File: config.mk
export PLATFORM = sky130hd
export DESIGN_NAME = keypad_scan
export DESIGN_NICKNAME = d
export VERILOG_FILES = /design/src/rtl/keypad_pkg.sv /design/src/rtl/keypad_sync.sv /design/src/rtl/keypad_scan.sv
export SDC_FILE = /design/constraint.sdc
export NUM_CORES = 1
export LEC_CHECK = 0
export ABC_AREA = 1
export CORE_AREA = 2 2 73 68
export DETAILED_ROUTE_END_ITERATION = 12
export DIE_AREA = 0 0 75 70
export GPL_ROUTABILITY_DRIVEN = 0
export PLACE_DENSITY = 0.77
export SLEW_MARGIN = 20
export SYNTH_ARGS = -nofsm -noshare
export SYNTH_HDL_FRONTEND = slang
export SYNTH_SLANG_ARGS = --single-unit
File: constraint.sdc
create_clock -name clk -period 2.45 [get_ports clk]
set_clock_uncertainty 0.15 [all_clocks]
set_input_delay 0.49 -clock clk [delete_from_list [all_inputs] [get_ports clk]]
set_output_delay 0.49 -clock clk [all_outputs]
set_load 0.1 [all_outputs]
File: src/rtl/keypad_pkg.sv
// keypad_pkg: shared state type, keymap and helpers
// for the 4x4 matrix keypad scanner.
package keypad_pkg;

   typedef enum logic [1:0] {SCAN, DEBOUNCE, HOLD} state_t;

   localparam logic [3:0] CODE_STAR = 4'hE;
   localparam logic [3:0] CODE_HASH = 4'hF;
   localparam logic [3:0] COL_RESET = 4'b1110;

   // indexed by {row, col}
   localparam logic [3:0] KEYMAP [16] = '{
      4'h1, 4'h2, 4'h3, 4'hA,
      4'h4, 4'h5, 4'h6, 4'hB,
      4'h7, 4'h8, 4'h9, 4'hC,
      CODE_STAR, 4'h0, CODE_HASH, 4'hD
   };

   function automatic logic [1:0] low_row(input logic [3:0] rows);
      if (!rows[0])      low_row = 2'd0;
      else if (!rows[1]) low_row = 2'd1;
      else if (!rows[2]) low_row = 2'd2;
      else               low_row = 2'd3;
   endfunction

   function automatic logic [3:0] col_drive(input logic [1:0] idx);
      col_drive = ~(4'b0001 << idx);
   endfunction

endpackage

File: src/rtl/keypad_sync.sv
// keypad_sync: 2-FF synchronizer for the active-low row inputs,
// idling at "no key" (all ones).
module keypad_sync (
   input  logic       clk,
   input  logic       rst_n,
   input  logic [3:0] i_d,
   output logic [3:0] o_q
);

   logic [3:0] r_meta;
   logic [3:0] r_sync;

   always_ff @(posedge clk or negedge rst_n) begin
      if (!rst_n) begin
         r_meta <= 4'hF;
         r_sync <= 4'hF;
      end else begin
         r_meta <= i_d;
         r_sync <= r_meta;
      end
   end

   assign o_q = r_sync;

endmodule

File: src/rtl/keypad_scan.sv
// keypad_scan: 4x4 keypad column scanner with press/release debounce
// and a two-digit BCD entry register.
module keypad_scan #(
   parameter int SCAN_DIV     = 1000,
   parameter int DEBOUNCE_CNT = 8
) (
   input  logic       clk,
   input  logic       rst_n,
   input  logic [3:0] ROW,
   output logic [3:0] COLUMN,
   output logic       KEY_VALID,
   output logic [3:0] KEY_CODE,
   output logic [3:0] KB1,
   output logic [3:0] KB0
);

   import keypad_pkg::*;

   localparam int DW = $clog2(SCAN_DIV);
   localparam int CW = $clog2(DEBOUNCE_CNT + 1);
   localparam logic [DW-1:0] DIV_LAST = DW'(SCAN_DIV - 1);
   localparam logic [CW-1:0] CNT_DONE = CW'(DEBOUNCE_CNT);
   localparam bit ONE_SHOT = (DEBOUNCE_CNT == 1);

   state_t        r_state;
   logic [DW-1:0] r_div;
   logic [CW-1:0] r_cnt;
   logic [1:0]    r_col;
   logic [1:0]    r_row;

   logic [3:0]    w_rows;
   logic          w_tick;
   logic          w_any;
   logic [CW-1:0] w_cnt_nx;
   logic [1:0]    w_col_nx;
   logic [1:0]    w_key_row;
   logic [3:0]    w_code;
   logic          w_accept;

   keypad_sync u_sync (
      .clk   (clk),
      .rst_n (rst_n),
      .i_d   (ROW),
      .o_q   (w_rows)
   );

   assign w_tick    = (r_div == DIV_LAST);
   assign w_any     = (w_rows != 4'hF);
   assign w_cnt_nx  = r_cnt + 1'b1;
   assign w_col_nx  = r_col + 2'd1;
   assign w_key_row = (r_state == SCAN) ? low_row(w_rows) : r_row;
   assign w_code    = KEYMAP[{w_key_row, r_col}];

   // a single-sample debounce accepts straight from the detection tick
   assign w_accept = w_tick &&
      ((r_state == SCAN && w_any && ONE_SHOT) ||
       (r_state == DEBOUNCE && !w_rows[r_row] &&
        w_cnt_nx == CNT_DONE));

   always_ff @(posedge clk or negedge rst_n) begin
      if (!rst_n) begin
         r_state   <= SCAN;
         r_div     <= '0;
         r_cnt     <= '0;
         r_col     <= 2'd0;
         r_row     <= 2'd0;
         COLUMN    <= COL_RESET;
         KEY_VALID <= 1'b0;
         KEY_CODE  <= 4'h0;
         KB1       <= 4'h0;
         KB0       <= 4'h0;
      end else begin
         KEY_VALID <= 1'b0;
         r_div     <= w_tick ? '0 : r_div + 1'b1;
         if (w_accept) begin
            KEY_VALID <= 1'b1;
            KEY_CODE  <= w_code;
            r_row     <= w_key_row;
            r_cnt     <= '0;
            r_state   <= HOLD;
            case (w_code)
               CODE_STAR: begin
                  KB1 <= 4'h0;
                  KB0 <= 4'h0;
               end
               CODE_HASH, 4'hA, 4'hB, 4'hC, 4'hD: ;
               default: begin
                  KB1 <= KB0;
                  KB0 <= w_code;
               end
            endcase
         end else if (w_tick) begin
            unique case (r_state)
               SCAN: begin
                  if (!w_any) begin
                     r_col  <= w_col_nx;
                     COLUMN <= col_drive(w_col_nx);
                  end else begin
                     r_row   <= w_key_row;
                     r_cnt   <= CW'(1);
                     r_state <= DEBOUNCE;
                  end
               end
               DEBOUNCE: begin
                  if (!w_rows[r_row]) begin
                     r_cnt <= w_cnt_nx;
                  end else begin
                     r_cnt   <= '0;
                     r_col   <= w_col_nx;
                     COLUMN  <= col_drive(w_col_nx);
                     r_state <= SCAN;
                  end
               end
               HOLD: begin
                  if (w_any) begin
                     r_cnt <= '0;
                  end else if (w_cnt_nx == CNT_DONE) begin
                     r_cnt   <= '0;
                     r_col   <= w_col_nx;
                     COLUMN  <= col_drive(w_col_nx);
                     r_state <= SCAN;
                  end else begin
                     r_cnt <= w_cnt_nx;
                  end
               end
               default: r_state <= SCAN;
            endcase
         end
      end
   end

endmodule

==> results of run 1 <==
## worst max-delay path by stage
stage                     slack [ns]  endpoint
final                           0.25    KB0[1]
after global routing             0.1    KB0[1]
after CTS                       0.29    KB0[1]
after detailed placement        0.30    KB0[1]
after global placement          0.32    KB1[2]
after floorplan                 0.59    KB0[0]
## power groups by stage
| stage | Clock, W | Combinational (W) | Sequential (W) |
|---|---|---|---|
| final | 0.000458 | 0.0000656 | 0.000758 |
| after global routing | 0.000506 | 0.0000743 | 0.000759 |
| after CTS | 0.000473 | 0.0000670 | 0.000758 |
| after detailed placement | 0 | 0.0000670 | 0.000772 |
| after global placement | 0 | 0.0000652 | 0.000772 |
| after floorplan | 0 | 0.0000346 | 0.000771 |
## cell type report
| cell class | count | area (µm²) |
|---|---|---|
| Timing Repair Buffer | 25 | 207.7 |
| Clock buffer | 6 | 72.57 |
| Sequential cell | 45 | 1140 |
| Fill cell | 413 | 1780 |
| Multi-Input combinational cell | 205 | 1150 |
| Inverter | 39 | 147.6 |
| Tap cell | 65 | 81.33 |
| Clock inverter | 2 | 15.01 |
## placed cells by master, fill, tap and decap left out, types with 4 or more instances in the layout
cell,count
nand4_1,4
ha_1,14
nor2_1,27
a21oi_1,6
nand2_1,79
inv_1,33
o21ai_1,9
clkdlybuf4s50_1,4
nand2_2,8
dfrtp_1,34
clkbuf_8,5
o21ai_0,5
nand3_1,23
inv_2,4
dfstp_2,11
nor2_2,6
buf_4,19
a21oi_2,5
## worst max-delay path, delay by kind of cell (launching register included)
kind	cells	cell delay, ns
simple gates	9	0.87
flops	1	0.41
fa+ha+maj	1	0.25
compound gates	1	0.22
buf+inv	2	0.21
## metal layers
| layer | vias up | track usage | part of all wire |
|---|---|---|---|
| met1 | 879 | 0.2566 | 0.50 |
| met3 | 6 | 0.04906 | 0.028 |
| li1 | 976 | - | - |
| met2 | 23 | 0.2895 | 0.46 |
| met5 | - | 0 | 0 |
| met4 | 0 | 0.05357 | 0.014 |
## metrics by stage
stage	hold WS, ns	std cells	total power, W	utilization	setup WS (ns)
floorplan	0.04441	292	0.0008061	-	0.5903
global placement	0.1964	379	0.0008371	0.5934	0.3250
detailed placement	0.1968	379	0.0008389	0.5934	0.3044
CTS	0.006476	387	0.001298	0.6125	0.2867
global route	0.01181	387	0.001339	0.6125	0.09915
finish	-0.005714	387	0.001281	0.6125	0.2515
## flip-flops by register name, indices dropped and copies added, names as in the netlist, 2 cells and up
| signal | flops |
|---|---|
| COLUMN | 4 |
| KB0 | 4 |
| KB1 | 4 |
| KEY_CODE | 4 |
| r_cnt | 4 |
| r_col | 2 |
| r_div | 10 |
| r_row | 2 |
| r_state | 2 |
| u_sync.o_q | 4 |
| u_sync.r_meta | 4 |
## cells in the mapped netlist
| master | count |
|---|---|
| dfrtp_1 | 34 |
| dfstp_2 | 11 |
| clkinv_1 | 1 |
| nand2_1 | 79 |
| nand4_2 | 1 |
| a31oi_1 | 1 |
| buf_2 | 1 |
| nand3_4 | 2 |
| clkinv_2 | 1 |
| o21ai_1 | 9 |
| buf_6 | 2 |
| a21oi_1 | 6 |
| nand3_2 | 3 |
| nor2_2 | 6 |
| inv_2 | 4 |
| nor3_2 | 1 |
| nor2_4 | 2 |
| inv_1 | 33 |
| nand2_4 | 2 |
| nand3_1 | 23 |
| nand2_2 | 8 |
| nor3_4 | 1 |
| xor2_1 | 3 |
| nor2_1 | 27 |
| xnor2_1 | 1 |
| ha_1 | 14 |
| nand4_1 | 4 |
| nand3b_1 | 2 |
| a21oi_2 | 5 |
| o21ai_0 | 5 |
## cells by family after synthesis
family / count (synthesis)
adders and majority gates: 14
DFF: 45
buffers and inverters: 42
xor gates and xnor gates: 4
and+or+nand+nor: 161
AOI/OAI and AO/OA: 26
==> flow_summary.yaml, run 1 <==
outcome:
  violations: "negative hold slack"
  status: "finished, violations left"
logic_synthesis:
  synth_top_family_by_area: "simple AND/OR/NAND/NOR gates"
  synth_seq_cells: 45
  synthMuxAreaShare: 0
  syn_nets: 312
  synth_xor_area_frac: 0.01421
  yosysTopAreaCell: "dfrtp_1"
  yosysSeqAreaShare: 0.4624
  synth-simple-area-share: 0.3203
  netlist_instances: 292
  synthAdderAreaFrac: 0.07107
  ys_warn_count: 0
  yosysTopAreaCellShare: 0.3452
  synth_compound_area_frac: 0.06091
  synth_cell_types: 30
  yosys-top-cells-area: "dfrtp_1, nand2_1, dfstp_2"
  synth_area_um2: 2465
  avgSynthCellArea_um2: 8.441
clocking:
  cts_tree: "built"
  clock-sinks: 45
  htreeDepth: 2
  cts_buffers: 5
  root_buffer: "clkbuf_8"
  clk_pin_slew_ns: 0.08
  cts_buffer_depth: 2
  ctsResizeCount: 0
  clk_latency_ns: 0.30
  cts_hold_buffers: 0
  post-cts-setup-buffers: 0
layout:
  antennaDiodeCount: 0
  final_nets: 341
  syn_to_final_growth_pct: 14.16
  final_area_um2: 2814
  layout-drive-gt1-share: 0.2329
floorplan:
  die_w_um: 75
  coreArea_um2: 4594
  fp-row-count: 24
  die_h_um: 70
  io_pins: 23
  start_util: 0.5365
  die-area_um2: 5250
setup_path:
  regToRegStartpoint: "r_state[0]"
  end_kind: "flop"
  crit_start: "r_state[0]"
  r2r_cells: 13
  start_kind: "flop"
  critical_path_arrival_ns: 2.24
  cp.required_ns: 2.50
  crit_slowest_cell: "dfrtp_1"
  critical-path-max-stage-delay_ns: 0.41
  crit_type: "reg -> reg"
  timing.rr.end: "KB0[1]"
  crit_path_frequent_cell: "nand2_1"
  cp_max_fo: 7
  ff2ff_setup_slack_ns: 0.25
  cp_cell_sequence: "inv_1 > ha_1 > inv_2 > nand2_2 > nand2_2 > nand2_1 > nand3_1 > o21ai_1 > nand2_1 > nor2_4 > nor2_1 > nand3_1 > nand2_1"
detailed_routing:
  first_pass_iters: 4
  via_per_inst: 4.868
  drt_iter0_markers: 73
  drc: 0
  num_vias: 1884
  antenna_left: 0
  avgRoutedWirePerCell_um: 11.21
  wirelength_um: 4339
pwr:
  power_frac_seq: 0.592
  p_int_w: 0.0009769
  power-per-cell-area_nw_per_um2: 455.3
  p_leak_nw: 1.366
  p_comb_frac: 0.051
  switching_share: 0.2374
  ir_worst_vdd_mv: 0.3050
  p_clk_frac: 0.357
  switchingPower_w: 0.0003042
sta:
  fmax_mhz: 454.9
  min_period_ns: 2.198
  drv_slew: 0
  tightest_slew_ns: 0.4922
  rsz0062_at_grt: "no"
  setup_tns_ns: 0
  finalSetupViolCount: 0
  slew_headroom: 0.6719
  fin_crit_sh: 0.8973
  hold_violations: 13
  timing.hold.ws_ns: -0.005714
global_route:
  grt_pass1_wl_um: 7645
  grt_max_degree: 25
  grt_overflow: 0
  antenna_found_initial: 0
  grt_usage: 0.1868
  grt_pass1_vias: 1727
flow_run:
  maxCapViolCount: 0
placement:
  place.detailed.hpwl_um: 3233
  placed_area_um2: 2726
  io_buffers: 22
hold_path:
  hold_path_class: "in -> async"
(Power assumes the default switching activity.)
==> inputs of run 2 (changes only) <==
--- a/config.mk
+++ b/config.mk
@@ -6,11 +6,11 @@
 export NUM_CORES = 1
 export LEC_CHECK = 0
 export ABC_AREA = 1
-export CORE_AREA = 2 2 73 68
+export CORE_AREA = 2 2 82 76
 export DETAILED_ROUTE_END_ITERATION = 12
-export DIE_AREA = 0 0 75 70
+export DIE_AREA = 0 0 84 78
 export GPL_ROUTABILITY_DRIVEN = 0
-export PLACE_DENSITY = 0.77
+export SETUP_SLACK_MARGIN = 0.05
 export SLEW_MARGIN = 20
 export SYNTH_ARGS = -nofsm -noshare
 export SYNTH_HDL_FRONTEND = slang
==> flow_summary.yaml, run 2 (same netlist as run 1, synthesis figures left out) <==
outcome:
  status: "completed"
floorplan:
  die-area_um2: 6552
  die_h_um: 78
  coreArea_um2: 5628
  io_pins: 23
  fp-row-count: 26
  start_util: 0.4380
  die_w_um: 84
detailed_routing:
  antenna_left: 0
  drt_iter0_markers: 77
  via_per_inst: 4.747
  avgRoutedWirePerCell_um: 11.82
  num_vias: 1861
  wirelength_um: 4635
  drc: 0
  first_pass_iters: 4
pwr:
  p_leak_nw: 1.372
  p_int_w: 0.0009783
  switchingPower_w: 0.0003057
  power-per-cell-area_nw_per_um2: 454.5
  switching_share: 0.2381
  ir_worst_vdd_mv: 0.3081
  power_frac_seq: 0.591
  p_clk_frac: 0.357
  p_comb_frac: 0.052
  p_total_w: 0.001284
global_route:
  antenna_found_initial: 0
  grt_usage: 0.1529
  grt_pass1_vias: 1669
  grt_overflow: 0
  grt_max_degree: 26
  grt_pass1_wl_um: 8031
sta:
  fmax_mhz: 453.5
  fin_crit_sh: 0.9001
  tightest_slew_ns: 0.5940
  setup_tns_ns: 0
  rsz0062_at_grt: "no"
  drv_slew: 0
  timing.hold.ws_ns: 0.03895
  hold_violations: 0
  finalSetupViolCount: 0
  slew_headroom: 0.6040
  min_period_ns: 2.205
clocking:
  clk_pin_slew_ns: 0.09
  root_buffer: "clkbuf_8"
  cts_buffer_depth: 2
  clk_latency_ns: 0.30
  cts_hold_buffers: 0
  cts_buffers: 5
  htreeDepth: 2
  clock-sinks: 45
  cts_tree: "built"
layout:
  final_nets: 341
  final_common_cell: "nand2_1"
  fin_util: 0.5020
  layout_common_cells: "nand2_1, dfrtp_1, inv_1, nor2_1, nand3_1"
  layout-drive-gt1-share: 0.2391
  regArea_um2: 1140
  antennaDiodeCount: 0
  syn_to_final_growth_pct: 14.62
  regMostFlops: "r_div"
  largest_reg_flops: 10
  multiInputGateArea_um2: 1152
  fillCellCount: 544
setup_path:
  crit_type: "reg -> reg"
  crit_start: "r_cnt[0]"
  critical-path-max-stage-delay_ns: 0.45
  end_kind: "flop"
  ff2ff_setup_slack_ns: 0.24
  path_buf_inv: 1
  path_delay_family: "simple AND/OR/NAND/NOR gates"
  regToRegStartpoint: "r_cnt[0]"
  cp_cell_sequence: "ha_1 > xnor2_1 > nand2_1 > nor2_1 > nand3_4 > clkinv_2 > nand2_4 > nand2_1 > nand2_1"
  critical_path_arrival_ns: 2.25
  cp.required_ns: 2.49
  crit_slowest_cell: "dfrtp_1"
  r2r_cells: 9
  crit_path_frequent_cell: "nand2_1"
  cp_max_fo: 14
  start_kind: "flop"
  timing.rr.end: "KB1[2]"
placement:
  io_buffers: 22
  place.detailed.hpwl_um: 3469
flow_run:
  maxCapViolCount: 0
hold_path:
  hold_path_class: "in -> async"
==> run 2: how the worst max path moves through the flow <==
stage	depth (start not counted)	slack, ns	to
finish	9	0.24	KB1[2]
global route	12	0.06	KB1[3]
CTS	9	0.23	KB1[2]
detailed placement	9	0.26	KB1[2]
global placement	9	0.27	KB1[3]
floorplan	12	0.59	KB0[0]
==> run 2: repair_timing <==
action | CTS | global route
buffers inserted | 0 | 0
resized for setup | 0 | 1
endpoints found under the setup margin | 0 | 1
==> run 2: power groups by stage <==
stage                     clock network [W]  registers, W  logic (W)
after detailed placement                  0      0.000773  0.0000682
final                              0.000459      0.000758  0.0000670
after global routing               0.000511      0.000760  0.0000765
after global placement                    0      0.000773  0.0000677
after floorplan                           0      0.000771  0.0000346
after CTS                          0.000477      0.000759  0.0000683
==> run 2: cell type report <==
class | count | share of cell area
Multi-Input combinational cell | 205 | 0.4079
Clock buffer | 5 | 0.02436
Tap cell | 70 | 0.03100
Sequential cell | 45 | 0.4035
Timing Repair Buffer | 25 | 0.07352
Clock inverter | 3 | 0.007529
Inverter | 39 | 0.05226
==> run 2: per-stage QoR <==
stage               instance area (µm²)  instances  setup WS, ns
floorplan                          2465        292        0.5903
global placement                   2733        384        0.2686
detailed placement                 2733        384        0.2629
CTS                                2823        392        0.2326
global route                       2825        392       0.05826
finish                             2825        392        0.2447
==> run 2: metal layers <==
layer | part of all wire | track usage | vias up
li1 | - | - | 977
met2 | 0.44 | 0.2280 | 26
met4 | 0.0052 | 0.04677 | 0
met1 | 0.52 | 0.2207 | 854
met5 | 0 | 0 | -
met3 | 0.033 | 0.03617 | 4
